### src/rtl/rca_arbiter.sv
`timescale 1ns/1ps
// ---------------------------------------------------------------------------
// rca / rca_arbiter
//
// rca: combinational ripple-carry adder built from a chain of full adders.
//   a_i    in   WIDTH     operand A
//   b_i    in   WIDTH     operand B
//   sum_o  out  WIDTH+1   a_i + b_i, carry-out in the MSB
//
// rca_arbiter: shares one rca among NREQ requesters. A round-robin scan picks
// the winner, the winner's operands feed the rca, and the sum is captured in
// a single-entry output register tagged with the winner's index.
//   clk_i        in   1            clock, rising edge
//   rst_ni       in   1            asynchronous reset, active-low
//   req_valid_i  in   NREQ         per-requester operand valid
//   req_ready_o  out  NREQ         per-requester accept (one-hot or zero)
//   req_a_i      in   NREQ*WIDTH   operand A, requester k at [k*WIDTH +: WIDTH]
//   req_b_i      in   NREQ*WIDTH   operand B, same packing
//   rsp_valid_o  out  1            result register holds a valid sum
//   rsp_ready_i  in   1            consumer accepts the result
//   rsp_sum_o    out  WIDTH+1      captured sum
//   rsp_id_o     out  IDW          requester that produced the sum
//   ops_cnt_o    out  16           completed-response counter (wraps)
// ---------------------------------------------------------------------------
module rca #(
  parameter int WIDTH = 8
) (
  input  logic [WIDTH-1:0] a_i,
  input  logic [WIDTH-1:0] b_i,
  output logic [WIDTH:0]   sum_o
);

  logic [WIDTH:0] carry;

  assign carry[0] = 1'b0;

  genvar gi;
  generate
    for (gi = 0; gi < WIDTH; gi++) begin : g_fa
      assign sum_o[gi]     = a_i[gi] ^ b_i[gi] ^ carry[gi];
      assign carry[gi + 1] = (a_i[gi] & b_i[gi]) | (carry[gi] & (a_i[gi] ^ b_i[gi]));
    end
  endgenerate

  assign sum_o[WIDTH] = carry[WIDTH];

endmodule

module rca_arbiter #(
  parameter  int WIDTH = 8,
  parameter  int NREQ  = 4,
  localparam int IDW   = $clog2(NREQ)
) (
  input  logic                  clk_i,
  input  logic                  rst_ni,
  input  logic [NREQ-1:0]       req_valid_i,
  output logic [NREQ-1:0]       req_ready_o,
  input  logic [NREQ*WIDTH-1:0] req_a_i,
  input  logic [NREQ*WIDTH-1:0] req_b_i,
  output logic                  rsp_valid_o,
  input  logic                  rsp_ready_i,
  output logic [WIDTH:0]        rsp_sum_o,
  output logic [IDW-1:0]        rsp_id_o,
  output logic [15:0]           ops_cnt_o
);

  typedef enum logic {
    EMPTY = 1'b0,
    FULL  = 1'b1
  } state_t;

  state_t         state_reg;
  logic [WIDTH:0] sum_reg;
  logic [IDW-1:0] id_reg;
  logic [IDW-1:0] ptr_reg;
  logic [15:0]    cnt_reg;

  logic           found;
  logic [IDW-1:0] winner;
  logic [IDW:0]   scan_idx;
  logic           can_accept;
  logic           grant;
  logic           consume;
  logic [WIDTH-1:0] op_a;
  logic [WIDTH-1:0] op_b;
  logic [WIDTH:0]   rca_sum;

  // Round-robin scan: start at ptr_reg and wrap modulo NREQ. The index is
  // one bit wider so the wrap also works when NREQ is not a power of two.
  always_comb begin
    found    = 1'b0;
    winner   = '0;
    scan_idx = '0;
    for (int i = 0; i < NREQ; i++) begin
      scan_idx = {1'b0, ptr_reg} + (IDW + 1)'(i);
      if (scan_idx >= (IDW + 1)'(NREQ)) begin
        scan_idx = scan_idx - (IDW + 1)'(NREQ);
      end
      if (!found && req_valid_i[scan_idx[IDW-1:0]]) begin
        found  = 1'b1;
        winner = scan_idx[IDW-1:0];
      end
    end
  end

  // Operand mux; zero when nobody is requesting.
  always_comb begin
    op_a = '0;
    op_b = '0;
    for (int k = 0; k < NREQ; k++) begin
      if (found && winner == IDW'(k)) begin
        op_a = req_a_i[k*WIDTH +: WIDTH];
        op_b = req_b_i[k*WIDTH +: WIDTH];
      end
    end
  end

  rca #(
    .WIDTH (WIDTH)
  ) u_rca (
    .a_i   (op_a),
    .b_i   (op_b),
    .sum_o (rca_sum)
  );

  // The result slot is free if empty or being drained this cycle.
  assign can_accept = (state_reg == EMPTY) | rsp_ready_i;
  // rst_ni gates the grant so no ready is shown while reset is held.
  assign grant      = found & can_accept & rst_ni;
  assign consume    = (state_reg == FULL) & rsp_ready_i;

  genvar gi;
  generate
    for (gi = 0; gi < NREQ; gi++) begin : g_ready
      assign req_ready_o[gi] = grant & (winner == IDW'(gi));
    end
  endgenerate

  always_ff @(posedge clk_i or negedge rst_ni) begin
    if (!rst_ni) begin
      state_reg <= EMPTY;
      sum_reg   <= '0;
      id_reg    <= '0;
      ptr_reg   <= '0;
      cnt_reg   <= '0;
    end else begin
      if (consume) begin
        cnt_reg <= cnt_reg + 16'd1;
      end
      if (grant) begin
        // Covers both EMPTY->FULL and consume+accept (FULL->FULL).
        state_reg <= FULL;
        sum_reg   <= rca_sum;
        id_reg    <= winner;
        ptr_reg   <= (winner == IDW'(NREQ - 1)) ? '0 : winner + IDW'(1);
      end else if (consume) begin
        state_reg <= EMPTY;
      end
    end
  end

  assign rsp_valid_o = (state_reg == FULL);
  assign rsp_sum_o   = sum_reg;
  assign rsp_id_o    = id_reg;
  assign ops_cnt_o   = cnt_reg;

endmodule

### config.mk
export PLATFORM = sky130hd
export DESIGN_NAME = rca_arbiter
export DESIGN_NICKNAME = d
export VERILOG_FILES = /design/src/rtl/rca_arbiter.sv
export SDC_FILE = /design/constraint.sdc
export NUM_CORES = 1
export LEC_CHECK = 0
export ABC_AREA = 1
export CAP_MARGIN = 20
export CORE_MARGIN = 2
export CORE_UTILIZATION = 35
export DETAILED_ROUTE_END_ITERATION = 12
export PLACE_DENSITY_LB_ADDON = 0.12
export SYNTH_ARGS = -nofsm -noshare
export SYNTH_HDL_FRONTEND = slang
export SYNTH_SLANG_ARGS = --single-unit
### constraint.sdc
create_clock -name clk_i -period 15.1 [get_ports clk_i]
set_input_delay 3.02 -clock clk_i [delete_from_list [all_inputs] [get_ports clk_i]]
set_output_delay 3.02 -clock clk_i [all_outputs]
set_load 0.02 [all_outputs]
After elaboration in Yosys (flattened, before gate mapping):

Cells that the tools add are included.

* bitwise gates (word level): 46
* eq/ne operators: 3
* $lt $le $gt $ge: 8
* $add $sub $neg: 9
* reductions and logical operators: 12
* muxes and demuxes: 31

Operator list (count)
* 2-to-1 mux 8 bit: 8
* bitwise AND 1 bit: 22
* 2-to-1 mux 2 bit: 9
* adder 16 x 1 -> 16 bit (second input constant): 1
* XOR 1 bit: 15
* < comparator 2 x 3 -> 1 bit (second input constant): 4
* 2-to-1 mux 1 bit: 10
* greater-or-equal comparator 3 bit (second input constant): 3
* binary-select mux 1 bit (select 2 bit): 4
* bitwise OR 1 bit: 8
* subtractor 2 x 1 -> 2 bit (second input constant): 4
* logical AND 1 bit: 7
* adder 2 x 2 -> 3 bit (second input constant): 2
* == test 2 bit (second input constant): 2
* adder 2 x 1 -> 3 bit (second input constant): 1
* greater-or-equal comparator 2 x 3 -> 1 bit (second input constant): 1
* logical NOT 1 bit: 3
* adder 2 x 1 -> 2 bit (second input constant): 1
* == test 2 x 1 -> 1 bit (second input constant): 1
* logical NOT 2 bit: 1
* nonzero test 2 bit: 1
* inverter 1 bit: 1

* output and inout bits: 32
* bits in registers: 30

Longest topological paths before layout:

* depth in word-level cells: 35
* gate-level depth with buffers: 30
* mapped depth without buffers: 28

Cells and area by module:

A second synthesis with hierarchy kept.

* cells, all modules: 425
* area, all modules: 2782.7 sq um

By module, submodules not included
* rca_arbiter: times used 1, area an instance 2592.5 sq um, cells each 407, sequential area each 750.7 sq um
* rca: times used 1, area an instance 190.2 sq um, cells each 18, sequential area each 0.0 sq um

Worst setup path before layout:

OpenSTA, ideal clock, no wires.

* kind: input -> output
* start point: in req_valid_i[3]
* end point: out req_ready_o[0]
* slack: 7160 ps
* cell stages on the path: 14
* arrival: 4920 ps
* path buffers: 2
* path through: inv_1 nand2_1 nand3_1 nand2_1 nor2_4 nand3_4 nand3_1 o21ai_1 inv_1 ha_1 clkbuf_1 clkbuf_1 inv_1 nor2_1

* elaborated cells between the ends (all ways): 26
* classes of those cells: 16 x mux; 3 x bitwise; 7 x reduce/logical

RTL lines
* from (decl): RTL line 56 `input logic [NREQ-1:0] req_valid_i,`
* binary-select mux 1 bit (select 2 bit): RTL line 99 `if (!found && req_valid_i[scan_idx[IDW-1:0]]) begin`
* 2-to-1 mux 1 bit (not written as such): RTL line 99
* 2-to-1 mux 1 bit: RTL line 99
* logical NOT 1 bit: RTL line 99
* logical AND 1 bit: RTL line 99
* 2-to-1 mux 1 bit: RTL line 99
* logical NOT 1 bit: RTL line 99
* logical AND 1 bit: RTL line 99
* 2-to-1 mux 1 bit: RTL line 99
* logical NOT 1 bit: RTL line 99
* logical AND 1 bit: RTL line 99
* 2-to-1 mux 2 bit *: RTL line 99
* via winner[0]: RTL line 79 `logic [IDW-1:0] winner;`
* logical NOT 2 bit *: RTL line 135 `assign req_ready_o[gi] = grant & (winner == IDW'(gi));`
* bitwise AND 1 bit *: RTL line 135
* to (decl): RTL line 57 `output logic [NREQ-1:0] req_ready_o,`

Mark *: on every way through the listed nets, which the timed path passes. The rest lies on a longest branch. The select of a mux whose other input is x is not followed.

Worst setup path after layout:

* start point: in req_valid_i[0]
* end point: out req_ready_o[1]

* elaborated cells between the ends (all ways): 26
* classes of those cells: 1 x eq/ne; 16 x mux; 3 x bitwise; 6 x reduce/logical

RTL lines (RTL line)
* binary-select mux 1 bit (select 2 bit): 99
* 2-to-1 mux 1 bit (not written as such): 99
* 2-to-1 mux 1 bit: 99
* logical NOT 1 bit: 99
* logical AND 1 bit: 99
* 2-to-1 mux 1 bit: 99
* logical NOT 1 bit: 99
* logical AND 1 bit: 99
* 2-to-1 mux 1 bit: 99
* logical NOT 1 bit: 99
* logical AND 1 bit: 99
* 2-to-1 mux 2 bit *: 99
* via winner[0]: 79
* == test 2 x 1 -> 1 bit *: 135
* bitwise AND 1 bit *: 135

Marked as above.

==> results <==
- Gates resized during post-CTS repair numbered 0.
- The clock tree from TritonCTS is built.
- Entering global routing, the biggest net connects 47 pins.
- The clock transition time at the flip-flop clock pins of the worst setup and hold paths is 0.07 ns.
- CTS built an H-tree with a depth of 2.
- In the synthesized netlist the async set-or-reset flop fraction comes to 100%.
- Of the total power, the clock network draws 7.9%.
- By instance count, the leading cell after synthesis is sky130_fd_sc_hd__nand2_1.
- The internal cell power is 468 uW.
- Counting along the longest clock path gives a buffer depth of 2.
- After floorplanning, the core was divided into 30 placement rows.
- The detailed router finished its first iteration with 123 violations.
- The number of sinks driven by the clock tree is 30.
- The met1 layer usage reported by global route is 21.8%.
- At the later pin of the worst-skew pair, clock insertion delay measures 0.29 ns.
- Global routing consumed, on the met3 layer, 3.26% of the routing resources.
- Once detailed placement completed, the half-perimeter wirelength came to 5.15 mm.
- By count the netlist is led by 115 x sky130_fd_sc_hd__nand2_1, 49 x sky130_fd_sc_hd__inv_1, 45 x sky130_fd_sc_hd__nand3_1.
- The net count after synthesis is 454.
- In the global route stage, met2 resource usage came out at 28.3%.
- The critical path is of the input port to primary output type.
- By area the synthesized netlist is led by sky130_fd_sc_hd__dfrtp_1 30%, sky130_fd_sc_hd__nand2_1 17%, sky130_fd_sc_hd__nand3_1 8.9%.
- The combinational cell fraction of total power is 78.8%.
- The flow ran to the end, and the final reports show no timing, DRC or antenna violations.
- The overall overflow remaining after global route is 0.
- The per-cell via count in the routed design is 4.57.
- The initial utilization of the core area, before any placement, comes to 36.6%.
- Once layout is complete, the cells apart from fillers number 559.
- The die covers 7890 um^2.
- The leakage component of the power is 1.80 nW.
- Of the cells placed in the final design, the portion with a size suffix greater than 1 is 4.32%.
- The cell sitting at the root of the clock tree is a sky130_fd_sc_hd__clkbuf_8.
- Sequential cells account for 13.3% of the total power.
- In the routed design, unresolved DRC markers number 0.
- The total of hold buffers inserted after clock tree synthesis is 0.
- The finished cells cover 3670 um^2.
- The count of cell types in the netlist is 32.
- The placed instances occupy a cell area of 3560 um^2.
- The max-capacitance violation count is 0.
- The register with the most flip-flops in the layout has 16 of them.
- The final hold slack is 0.475 ns.
- The largest total area in the synthesized netlist belongs to sky130_fd_sc_hd__dfrtp_1.
- The analysis attributes to net switching a power of 537 uW.
- The via count of the first global-routing pass came to 2431.
- The post-synthesis cell area is 2520 um^2.
- Post-CTS timing repair inserted 0 buffers for setup.
- The worst slack at placement is 5.57 ns.
- Global routing used 17.0% of the available tracks.
- Input and output buffers added on the ports amount to 102.
- 103 I/O pins were placed.
- The top cell type by area accounts for 29.8% of the synthesized area.
- The number of synthesized flops with an enable pin is 0.
- The initial antenna violation count is 0.
- Setup repair after global routing left no endpoint under its margin.
- The first global-routing pass estimated 10.5 mm of wire.
- The power density of the placed cells is 274 nW/um^2.
- The final standard cell utilization of the core is 53.5%.
- The Yosys warning count is 0.
- The reg2reg setup slack is 9.06 ns.
- The flop and latch count out of synthesis is 30.
- The worst setup path is captured at a primary output.
- The total power draw is 1.00 mW.
- The routed wire length is 6.36 mm.
- Once routing completed, OpenROAD measured the worst setup slack at 5.56 ns.
- The count of nets left with antenna violations once routing finished came out at 0.
- In this run the tightest slew margin relative to its limit is 56.5%.
- The post-route clock skew is 0.00783 ns.
- The die height is 88.8 um.
- The total count of max-transition violations in the final report was 0.
- The count of nets after finishing is 546.
- Setup violations remaining at the end of the flow were counted as 0.
- The core footprint is 6870 um^2.
- The required time at the worst-slack endpoint is 12.08 ns.
- The mean area per synthesized cell is 6.80 um^2.
- For this run, the leading register cell type out of synthesis is sky130_fd_sc_hd__dfrtp_1.
- The switching share of power is 53.5%.
- The chip width is 88.8 um.
- The setup TNS after final layout is 0 ns.
- The sequential fraction of the synthesis area is 29.8%.
- The category of the worst setup path launch point is an input port.
- Derived from the worst setup path, the maximum achievable clock frequency is 105 MHz.
- Along the worst path, the maximum fanout reaches 46.
- VDD sags by at most 0.0000942 V.
- The first detailed-routing pass took 4 iterations.
- STA puts the critical path data arrival time at 6.52 ns.
- Subtracting the final worst setup slack from the clock period gives 9.54 ns.
- The number of hold violations in the final report was 0.
- The number of antenna diodes in the final layout is 0.
- The routed layout has 2555 vias.
- Counting every instance in the synthesized netlist gives 370.
- The most congested layer reported by global routing is met2.
- For the pin with the worst max-slew slack, the measured transition is 0.653 ns.
- In this run, CTS created clock tree buffers numbering 5.
- The detailed-route wire length per cell is 11.4 um.
- Including well taps, the total number of placed cells is 551.
- The min-delay analysis places its worst path in the category register to register.
- The ratio of final minimum period to clock period is 63.2%.
- The placer congestion estimate is 0.837.
- The area growth from synthesis to layout is 45.9%.
critical path: stages:
cell and delay [ns]:
sky130_fd_sc_hd__clkdlybuf4s50_1 0.47, sky130_fd_sc_hd__nand2_1 0.06, sky130_fd_sc_hd__nand2_1 0.12, sky130_fd_sc_hd__nand2_1 0.06, sky130_fd_sc_hd__and2_1 0.19, sky130_fd_sc_hd__nand3_4 0.40, sky130_fd_sc_hd__nand3_1 0.13, sky130_fd_sc_hd__o21ai_1 0.25
sky130_fd_sc_hd__ha_1 0.65, sky130_fd_sc_hd__inv_1 0.35, sky130_fd_sc_hd__nor2_1 0.18, sky130_fd_sc_hd__clkdlybuf4s50_1 0.63
layer usage:
metal / up-vias / share of wire, %
met5: - / 0
met4: 0 / 1.2
met3: 7 / 7.4
met2: 107 / 46
met1: 1111 / 45
li1: 1330 / -
placed cells by master (no fill, tap or decap):
cell	instances
sky130_fd_sc_hd__dfrtp_1	30
sky130_fd_sc_hd__clkinv_1	1
sky130_fd_sc_hd__mux2_2	1
sky130_fd_sc_hd__buf_4	1
sky130_fd_sc_hd__nand3b_1	10
sky130_fd_sc_hd__a21boi_1	3
sky130_fd_sc_hd__clkdlybuf4s50_1	102
sky130_fd_sc_hd__inv_1	49
sky130_fd_sc_hd__nor2_4	1
sky130_fd_sc_hd__fa_1	7
sky130_fd_sc_hd__nand2_1	115
sky130_fd_sc_hd__nand4_1	6
sky130_fd_sc_hd__nand2_2	2
sky130_fd_sc_hd__or2_1	3
sky130_fd_sc_hd__xnor2_1	6
sky130_fd_sc_hd__o21ai_0	15
sky130_fd_sc_hd__inv_2	2
sky130_fd_sc_hd__nor2_2	1
sky130_fd_sc_hd__clkinv_2	2
sky130_fd_sc_hd__nor2_1	24
sky130_fd_sc_hd__and2_1	1
sky130_fd_sc_hd__nand3_4	1
sky130_fd_sc_hd__ha_1	6
sky130_fd_sc_hd__clkbuf_8	5
sky130_fd_sc_hd__bufinv_16	1
sky130_fd_sc_hd__xor2_1	9
sky130_fd_sc_hd__nand3_2	1
sky130_fd_sc_hd__nor3_1	3
sky130_fd_sc_hd__nand3_1	45
sky130_fd_sc_hd__o21ai_1	3
sky130_fd_sc_hd__a21oi_1	5
sky130_fd_sc_hd__nand2_4	1
sky130_fd_sc_hd__inv_4	1
layout make-up:
class,count,area (um^2)
multi-input combinational,269,1460
timing repair buffer,103,1030
clock buffer,5,68.8
clock inverter,3,40.0
inverter,53,201
tap,96,120
fill,707,3200
sequential,30,751
power groups by stage:
stage	Clock, mW	Combinational, mW	Sequential, mW
finish	0.0791	0.792	0.134
global route	0.0848	0.927	0.137
CTS	0.0814	0.805	0.134
detailed placement	0	0.802	0.135
global placement	0	0.783	0.134
floorplan	0	0.592	0.159
kinds of logic (layout without fill, tap and decap cells):
| family | Yosys count | in the layout | synth area share (%) |
|---|---|---|---|
| buffers and inverters | 71 | 164 | 12.0 |
| xor gates and xnor gates | 15 | 15 | 5.22 |
| adders and majority gates | 13 | 13 | 8.55 |
| and+or+nand+nor | 214 | 214 | 38.5 |
| AOI/OAI and AO/OA | 26 | 26 | 5.47 |
| DFF | 30 | 30 | 29.8 |
| muxes | 1 | 1 | 0.447 |
path summary, 6_finish.rpt:
kind                                startpoint        endpoint  cells past startpoint
worst max-delay path            req_valid_i[0]  req_ready_o[1]                     12
worst min-delay path             ops_cnt_o[15]   ops_cnt_o[15]                      1
worst max register to register      ptr_reg[0]    rsp_sum_o[7]                     27
worst min register to register   ops_cnt_o[15]   ops_cnt_o[15]                      1
max in group asynchronous               rst_ni    rsp_sum_o[3]                      2
min in group asynchronous               rst_ni    ops_cnt_o[6]                      2
Power figures use the tool's default switching activity.
